`src/rtl/spi_pkg.sv`:
```
// Shared command encodings, frame geometry and FSM state encoding for the SPI master.
package spi_pkg;

  localparam logic [1:0] CMD_WR_ADDR = 2'b00;
  localparam logic [1:0] CMD_WR_DATA = 2'b01;
  localparam logic [1:0] CMD_RD_ADDR = 2'b10;
  localparam logic [1:0] CMD_RD_DATA = 2'b11;

  localparam int FRAME_W = 10;
  localparam int DATA_W  = 8;

  typedef enum logic [2:0] {
    IDLE,
    START,
    SHIFT,
    TAIL,
    WAIT,
    RECV,
    GAP
  } state_t;

endpackage

```
`src/rtl/spi_master_if.sv`:
```
// Host-side request/response bundle of the SPI master; 'master' is the host, 'slave' the SPI master block.
interface spi_master_if;
  import spi_pkg::*;

  logic              req_valid;
  logic              req_ready;
  logic [1:0]        req_cmd;
  logic [DATA_W-1:0] req_data;
  logic              rsp_valid;
  logic [DATA_W-1:0] rsp_data;
  logic              busy;

  modport master (
    output req_valid, req_cmd, req_data,
    input  req_ready, rsp_valid, rsp_data, busy
  );

  modport slave (
    input  req_valid, req_cmd, req_data,
    output req_ready, rsp_valid, rsp_data, busy
  );

endinterface

```
`src/rtl/spi_shift_reg.sv`:
```
// 10-bit PISO frame register plus 8-bit SIPO receive register sharing one down-counter.
// Counter holds at zero; a load takes priority over a decrement in the same cycle.
module spi_shift_reg
  import spi_pkg::*;
(
  input  logic               clk,
  input  logic               rst_n,
  input  logic               load,
  input  logic [FRAME_W-1:0] load_val,
  input  logic               shift_en,
  input  logic               sample_en,
  input  logic               serial_in,
  input  logic               cnt_load,
  input  logic [3:0]         cnt_init,
  output logic               tx_bit,
  output logic [DATA_W-1:0]  rx_byte,
  output logic               cnt_zero
);

  logic [FRAME_W-1:0] tx_q;
  logic [DATA_W-1:0]  rx_q;
  logic [3:0]         cnt_q;

  always_ff @(posedge clk) begin
    if (!rst_n) begin
      tx_q  <= '0;
      rx_q  <= '0;
      cnt_q <= '0;
    end else begin
      if (load)
        tx_q <= load_val;
      else if (shift_en)
        tx_q <= {tx_q[FRAME_W-2:0], 1'b0};

      if (sample_en)
        rx_q <= {rx_q[DATA_W-2:0], serial_in};

      if (cnt_load)
        cnt_q <= cnt_init;
      else if ((shift_en || sample_en) && (cnt_q != 4'd0))
        cnt_q <= cnt_q - 4'd1;
    end
  end

  assign tx_bit   = tx_q[FRAME_W-1];
  assign rx_byte  = rx_q;
  assign cnt_zero = (cnt_q == 4'd0);

endmodule

```
`src/rtl/spi_master.sv`:
```
// SPI initiator: one {cmd,data} frame per accepted request; all outputs registered, one cycle behind the FSM.
// req_ready only in IDLE (no queuing); SPI_MASTER_SEQ_CHECK_EN drops read-data requests not preceded by a read-addr.
module spi_master
  import spi_pkg::*;
#(
  parameter int RD_LAT  = 3,
  parameter int GAP_CYC = 1
) (
  input  logic        clk,
  input  logic        rst_n,
  spi_master_if.slave bus,
  input  logic        MISO,
  output logic        MOSI,
  output logic        SS_n
`ifdef SPI_MASTER_SEQ_CHECK_EN
  ,
  output logic        seq_err
`endif
);

  localparam logic [3:0] WAIT_INIT = 4'(RD_LAT - 1);
  localparam logic [3:0] GAP_INIT  = 4'(GAP_CYC - 1);

  state_t            state_q, state_d;
  logic [3:0]        wcnt_q, wcnt_d;
  logic [1:0]        cmd_q;
  logic              ready_q, busy_q, done, done_q;
  logic              rsp_valid_q;
  logic [DATA_W-1:0] rsp_data_q;
  logic              accept, reject;
  logic              sr_load, shift_en, sample_en, cnt_load, cnt_zero, tx_bit;
  logic [3:0]        cnt_init;
  logic [DATA_W-1:0] rx_byte;

  assign accept = bus.req_valid && ready_q;

`ifdef SPI_MASTER_SEQ_CHECK_EN
  logic addr_ok_q, rej_q;

  assign reject = accept && (bus.req_cmd == CMD_RD_DATA) && !addr_ok_q;

  always_ff @(posedge clk) begin
    if (!rst_n) begin
      addr_ok_q <= 1'b0;
      rej_q     <= 1'b0;
      seq_err   <= 1'b0;
    end else begin
      if (accept && (bus.req_cmd == CMD_RD_ADDR))
        addr_ok_q <= 1'b1;
      else if (accept && (bus.req_cmd == CMD_RD_DATA))
        addr_ok_q <= 1'b0;
      rej_q   <= reject;
      seq_err <= rej_q;
    end
  end
`else
  assign reject = 1'b0;
`endif

  always_comb begin
    state_d   = state_q;
    wcnt_d    = wcnt_q;
    sr_load   = 1'b0;
    shift_en  = 1'b0;
    sample_en = 1'b0;
    cnt_load  = 1'b0;
    cnt_init  = 4'd0;
    done      = 1'b0;
    case (state_q)
      IDLE: if (accept && !reject) begin
        state_d = START;
        sr_load = 1'b1;
      end
      START: begin
        state_d  = SHIFT;
        cnt_load = 1'b1;
        cnt_init = 4'(FRAME_W - 1);
      end
      SHIFT: begin
        shift_en = 1'b1;
        if (cnt_zero) state_d = TAIL;
      end
      TAIL: begin
        state_d = (cmd_q == CMD_RD_DATA) ? WAIT : GAP;
        wcnt_d  = (cmd_q == CMD_RD_DATA) ? WAIT_INIT : GAP_INIT;
      end
      WAIT: begin
        if (wcnt_q == 4'd0) begin
          state_d  = RECV;
          cnt_load = 1'b1;
          cnt_init = 4'(DATA_W - 1);
        end else begin
          wcnt_d = wcnt_q - 4'd1;
        end
      end
      RECV: begin
        sample_en = 1'b1;
        if (cnt_zero) begin
          state_d = GAP;
          wcnt_d  = GAP_INIT;
          done    = 1'b1;
        end
      end
      GAP: begin
        if (wcnt_q == 4'd0) state_d = IDLE;
        else                wcnt_d  = wcnt_q - 4'd1;
      end
      default: state_d = IDLE;
    endcase
  end

  always_ff @(posedge clk) begin
    if (!rst_n) begin
      state_q     <= IDLE;
      wcnt_q      <= 4'd0;
      cmd_q       <= 2'b00;
      SS_n        <= 1'b1;
      MOSI        <= 1'b0;
      ready_q     <= 1'b0;
      busy_q      <= 1'b0;
      done_q      <= 1'b0;
      rsp_valid_q <= 1'b0;
      rsp_data_q  <= '0;
    end else begin
      state_q <= state_d;
      wcnt_q  <= wcnt_d;
      if (accept) cmd_q <= bus.req_cmd;
      SS_n        <= !(state_q inside {START, SHIFT, TAIL, WAIT, RECV});
      MOSI        <= (state_q == START || state_q == SHIFT) && tx_bit;
      ready_q     <= (state_d == IDLE);
      busy_q      <= (state_d != IDLE);
      // done_q delays the response so it lands with SS_n rising
      done_q      <= done;
      rsp_valid_q <= done_q;
      if (done_q) rsp_data_q <= rx_byte;
    end
  end

  assign bus.req_ready = ready_q;
  assign bus.busy      = busy_q;
  assign bus.rsp_valid = rsp_valid_q;
  assign bus.rsp_data  = rsp_data_q;

  spi_shift_reg u_shift (
    .clk       (clk),
    .rst_n     (rst_n),
    .load      (sr_load),
    .load_val  ({bus.req_cmd, bus.req_data}),
    .shift_en  (shift_en),
    .sample_en (sample_en),
    .serial_in (MISO),
    .cnt_load  (cnt_load),
    .cnt_init  (cnt_init),
    .tx_bit    (tx_bit),
    .rx_byte   (rx_byte),
    .cnt_zero  (cnt_zero)
  );

endmodule

```
`src/flat_wrapper.sv`:
```
// flat-port wrapper written by rule: the top's interface ports become plain ports
module spi_master_flat import spi_pkg::*;
#(
  parameter int RD_LAT  = 3,
  parameter int GAP_CYC = 1
)
  (clk, rst_n, MISO, MOSI, SS_n, bus_req_valid, bus_req_cmd, bus_req_data, bus_req_ready, bus_rsp_valid, bus_rsp_data, bus_busy);
  spi_master_if bus_i ();
  input  logic clk;
  input  logic rst_n;
  input  logic MISO;
  output logic MOSI;
  output logic SS_n;
  input wire logic [$bits(bus_i.req_valid)-1:0] bus_req_valid;
  input wire logic [$bits(bus_i.req_cmd)-1:0] bus_req_cmd;
  input wire logic [$bits(bus_i.req_data)-1:0] bus_req_data;
  output wire logic [$bits(bus_i.req_ready)-1:0] bus_req_ready;
  output wire logic [$bits(bus_i.rsp_valid)-1:0] bus_rsp_valid;
  output wire logic [$bits(bus_i.rsp_data)-1:0] bus_rsp_data;
  output wire logic [$bits(bus_i.busy)-1:0] bus_busy;
  assign bus_i.req_valid = bus_req_valid;
  assign bus_i.req_cmd = bus_req_cmd;
  assign bus_i.req_data = bus_req_data;
  assign bus_req_ready = bus_i.req_ready;
  assign bus_rsp_valid = bus_i.rsp_valid;
  assign bus_rsp_data = bus_i.rsp_data;
  assign bus_busy = bus_i.busy;
  spi_master #(.RD_LAT(RD_LAT), .GAP_CYC(GAP_CYC)) u_core (.clk(clk), .rst_n(rst_n), .bus(bus_i), .MISO(MISO), .MOSI(MOSI), .SS_n(SS_n));
endmodule
```
`config.mk`:
```
export PLATFORM = sky130hd
export DESIGN_NAME = spi_master_flat
export DESIGN_NICKNAME = d
export VERILOG_FILES = /design/src/rtl/spi_pkg.sv /design/src/rtl/spi_master_if.sv /design/src/rtl/spi_shift_reg.sv /design/src/rtl/spi_master.sv /design/src/flat_wrapper.sv
export SDC_FILE = /design/constraint.sdc
export NUM_CORES = 1
export LEC_CHECK = 0
export CAP_MARGIN = 20
export CORE_MARGIN = 2
export CORE_UTILIZATION = 40
export DETAILED_ROUTE_END_ITERATION = 10
export PLACE_DENSITY = 0.75
export SETUP_SLACK_MARGIN = 0.15
export SYNTH_ARGS = -nofsm -noshare
export SYNTH_HDL_FRONTEND = slang
export SYNTH_SLANG_ARGS = --single-unit
```
`constraint.sdc`:
```
create_clock -name clk -period 1.7 [get_ports clk]
set_clock_uncertainty 0.2 [all_clocks]
set_input_delay 0.17 -clock clk [delete_from_list [all_inputs] [get_ports clk]]
set_output_delay 0.17 -clock clk [all_outputs]
set_load 0.02 [all_outputs]
```
# Word-level counts from Yosys, hierarchy flattened
# Cells that the tools add are included.
[totals] regBits=45 input_bits=14 wordCells=67
[classes] n_addsub=2 n_eq_ne=9 mux=24 reduce_logical=19
[ops] cell="one-hot mux 3 bit (7 select lines)" n=1
[ops] cell="two-way mux 10 bit" n=2
[ops] cell="two-way mux 3 bit" n=6
[ops] cell="two-way mux 4 bit" n=4
[ops] cell="one-hot mux 4 bit (3 select lines)" n=1
[ops] cell="== test 3 bit (second input constant)" n=3
[ops] cell="zero test 4 bit" n=2
[ops] cell="one-hot mux 4 bit (2 select lines)" n=1
[ops] cell="subtractor 4 x 1 -> 4 bit (second input constant)" n=2
[ops] cell="== test 3 x 2 -> 1 bit (second input constant)" n=2
[ops] cell="zero test 3 bit" n=2
[ops] cell="two-way mux 1 bit" n=6
[ops] cell="nonzero test 3 bit" n=2
[ops] cell="nonzero test 5 bit" n=1
[ops] cell="two-way mux 2 bit" n=2
[ops] cell="nonzero test 2 bit" n=2
[ops] cell="nonzero test 4 bit" n=1
[ops] cell="== test 3 x 1 -> 1 bit (second input constant)" n=1
[ops] cell="logical AND 1 bit" n=3
[ops] cell="AND reduction 3 bit" n=1
[ops] cell="== test 2 bit (second input constant)" n=1
[ops] cell="logical OR 1 bit" n=2
[ops] cell="inequality test 2 x 1 -> 1 bit (second input constant)" n=1
[ops] cell="inequality test 2 bit (second input constant)" n=1
[ops] cell="other kinds (4)" n=4

# Longest topological paths before layout
[logic_depth] word_depth=6 ltp_mapped=6

# Hierarchy
# From an unflattened synthesis, not the netlist that was laid out.
[hier_totals] hier_cells=222 hier_area_um2=2084.5
[modules_own_cells] mod="spi_master" n_inst=1 cells_per_inst=114 area_each_um2=1087.3 seq_area_each_um2=460.4
[modules_own_cells] mod="spi_shift_reg" n_inst=1 cells_per_inst=108 area_each_um2=997.2 seq_area_each_um2=440.4

# Least setup slack after synthesis
# No wires, ideal clock.
[synth_timing] kind="reg2reg" start="register u_core.wcnt_q[0]" end="register u_core.wcnt_q[3]" t_arrival_ps=1585 t_required_ps=1428 slack_ps=-157 path_stages_with_launch=7 path_buffers=0 synth_period_minus_slack_ps=1857 path_cell_list="dfxtp_1 -> inv_1 -> ha_1 -> nor3b_2 -> o21a_2 -> a2111oi_4 -> mux2i_1"
[synth_between] elab_chain_cells=3 word_cells_on_any_way=6 classes_between="add/sub: 1; eq/ne: 1; mux: 2; reduce/logical: 2"
[synth_lines] element="start: declaration" line="spi_master.sv:25" rtl="logic [3:0] wcnt_q, wcnt_d;"
[synth_lines] element="start signal: assignment" line="spi_master.sv:126" rtl="wcnt_q <= wcnt_d;"
[synth_lines] element="subtractor 4 x 1 -> 4 bit or zero test 4 bit (tied branches)"
[synth_lines] element="two-way mux 4 bit or inequality test 2 bit (tied branches)"
[synth_lines] element="one-hot mux 4 bit (3 select lines) or AND reduction 3 bit (tied branches)"
# Several ways; a longest one is shown, not always the timed one. The select of a mux whose other input is x is not followed.
# A chain may end at the register's enable or synchronous reset.

# Worst setup path in the final report
[layout_timing] start="register u_core.u_shift.cnt_q[1]" end="register u_core.wcnt_q[3]"
[layout_between] elab_chain_cells=3
[layout_lines] element="start: declaration" line="spi_shift_reg.sv:22" rtl="logic [3:0] cnt_q;"
[layout_lines] element="start signal: assignment" line="spi_shift_reg.sv:39" rtl="cnt_q <= cnt_init;"
[layout_lines] element="start signal: assignment" line="spi_shift_reg.sv:41" rtl="cnt_q <= cnt_q - 4'd1;"
[layout_lines] element="zero test 4 bit" line="spi_shift_reg.sv:47" rtl="assign cnt_zero = (cnt_q == 4'd0);"
[layout_lines] element="inequality test 2 x 1 -> 1 bit (no source line)"
[layout_lines] element="AND reduction 3 bit (no source line)"
# No other way between the ends.

==> impl_results.md <==
- PortBufs: 26
- Setup WS post-layout: -0.0395 ns
- TritonCTS buffer count: 5
- Vias in the first global route: 2003
- Post-synth top area share: 0.430
- Post-Place Cells: 346
- Iter 0 DRT Violations: 130
- Post-Syn Instances: 232
- Wire per inst: 14.4 um
- DP Wirelength: 3400 um
- Largest net degree at the start of global routing: 18
- Layout cell share with drive strength beyond 1: 0.398
- Initial antenna violation count: 0
- Fin cells: 374
- Vert. Die Dim: 76.4 um
- Fillcell total: 430
- ANT nets after route: 0
- Gpl congestion: 0.842
- DIE AREA: 5840 um2
- Final Hold Viols: 0
- Hold Path Class: primary input to flop
- Ys flop type: dfxtp_1
- Crit path DAT: 1.78 ns
- Crit. End Element: flop
- Area of placed instances: 2730 um2
- Setup violators final: 7
- Kind of critical path: flop to flop
- Cell variety after synth: 49
- Startpoint types: flop
- Pwr Density: 986 nW/um2
- MaxCap Viol Count: 0
- Worst slew pin tran: 0.478 ns
- Clock transition at path regs: 0.09 ns
- Post-Route WL: 5400 um
- Fin crit share: 1.02
- Largest area contributor in the netlist: dfxtp_1
- RSZ-0062 raised after global routing: yes
- Vias per cell: 5.27
- Core Region: 5070 um2
- Status: complete, but fails checks
- Max VDD drop: 0.606 mV
- Fin area: 3130 um2
- Slew HR: 0.681
- Clock sink total: 45
- Core Rows: 26
- LEAKAGE: 1.21 nW
- IO Count: 27
- Max-slew violation count: 0
- CTS tree: done
- First drt pass iteration count: 4
- First-pass GRT wire length: 9270 um
- Cell area after synthesis: 2100 um2
- Number of flops mapped to enable cells by yosys: 0
- Syn avg cell area: 9.04 um2
- Chip width: 76.4 um
- Worst-Skew Late Latency: 0.30 ns
- WHS: 0.220 ns
- Syn. warnings: 0
- Antenna fix cells: 0
- Area added between synthesis and finish: 49.2%
- Worst EP required: 1.74 ns
- Post-synth top cells: dfxtp_1, nand2_1, nor2_1, a21oi_1, mux2i_1
- Post-synth ARST share: 0
- Reg area: 923 um2
- CTS max path bufs: 2
- Total grt overflow: 0
- Synth top area cells: dfxtp_1, nand2_1, a311oi_2
- Post-layout net count: 320
- Multi-input logic area: 1250 um2
- Initial core utilization: 0.413
- Cts hold-fix bufs: 0
- Number of remaining DRC errors: 0
- Setup TNS: -0.152 ns
- Vias: 1970
- Synth Register Bits: 45
- Seq/Total Area, Yosys: 0.430
- Fmax: 0.575 GHz
- Fin crit period: 1.74 ns
- Count leader, synth: dfxtp_1
- Synth Net Count: 249
- Overall power: 0.00308 W
- Root Driver: clkbuf_8
- Failing checks: setup timing
- Max FO, Critical Path: 4
- Depth of the CTS H-tree: 2
- All-Layer GR Usage: 0.192
## timing repair
item	in CTS	in global routing
pin swaps	11	10
setup buffers	14	3
gates resized for setup	37	13
endpoints found under the setup margin	36	23
hold endpoints to repair	0	0
cloned	3	0
## registers in the layout, summed over array words and instances (netlist names), 2 cells and up
| register | cells |
|---|---|
| u_core.u_shift.cnt_q | 4 |
| u_core.cmd_q | 2 |
| u_core.u_shift.rx_byte | 8 |
| u_core.bus.rsp_data | 8 |
| u_core.wcnt_q | 4 |
| u_core.state_q | 3 |
| u_core.u_shift.tx_q | 10 |
## per-layer routing
layer | share of wire | wire length (um) | GRT usage | up-vias
li1 | - | - | - | 959
met1 | 0.41 | 2230 | 0.230 | 950
met2 | 0.52 | 2830 | 0.347 | 51
met3 | 0.046 | 250 | 0.0332 | 10
met4 | 0.016 | 89 | 0.0618 | 0
met5 | 0 | 0 | 0 | -
## final timing paths
kind              slack [ns]  cells past startpoint                                endpoint                                    from
setup / recovery       -0.04                      6           u_core.wcnt_q[3]$_SDFFE_PN0P_    u_core.u_shift.cnt_q[1]$_SDFFE_PN0P_
hold / removal          0.22                      3  u_core.u_shift.rx_byte[0]$_SDFFE_PN0P_                                    MISO
setup reg to reg       -0.04                      6           u_core.wcnt_q[3]$_SDFFE_PN0P_    u_core.u_shift.cnt_q[1]$_SDFFE_PN0P_
hold reg to reg         0.27                      2  u_core.u_shift.rx_byte[7]$_SDFFE_PN0P_  u_core.u_shift.rx_byte[7]$_SDFFE_PN0P_
## cells in the final DEF (no fill, tap or decap), types with 3 or more instances in the layout
cell type,instances
nor2_4,7
clkdlybuf4s50_1,13
inv_2,3
a311oi_2,8
a21oi_2,4
inv_1,3
nor3b_4,3
buf_4,42
nor2_1,14
or3b_4,3
a21oi_1,16
dfxtp_4,5
o211ai_1,4
buf_6,6
dlygate4sd2_1,13
ha_4,3
and2_1,3
nand3_1,6
dfxtp_1,37
mux2i_1,10
clkbuf_8,5
nand2_1,42
dfxtp_2,3
## worst max-delay path: stages, from the launching register on
cell,delay [ns]
dfxtp_2,0.33
inv_2,0.06
ha_4,0.13
nor3b_4,0.27
nand2_4,0.11
a2111oi_4,0.36
mux2i_1,0.21
## per-stage QoR
step | setup WS, ns | util
2_1_floorplan | -0.0546 | -
3_3_place_gp | -0.135 | 0.538
3_5_place_dp | -0.180 | 0.538
4_1_cts | -0.0474 | 0.600
5_1_grt | -0.122 | 0.616
6_report | -0.0395 | 0.616
## cells by family after synthesis
kind of cell / share of synthesized area
mux: 0.0477
compound gates: 0.208
simple gates: 0.236
buf+inv: 0.0603
flops: 0.430
fa+ha+maj: 0.0179
## cell type report
cell class,instances,area share
well taps,70,0.0280
repair buffers,80,0.237
clock inverters,3,0.00720
multi-input cells,164,0.401
inverters,7,0.00920
clock buffers,5,0.0220
flip-flops and latches,45,0.295
## power by group
group | switching [W] | total [W] | internal [W] | leakage [nW]
combinational | 0.000525 | 0.00113 | 0.000603 | 0.792
sequential | 0.000103 | 0.00128 | 0.00117 | 0.370
clock | 0.000389 | 0.000681 | 0.000292 | 0.0481
total | 0.00102 | 0.00308 | 0.00207 | 1.21
(Power assumes the default switching activity.)
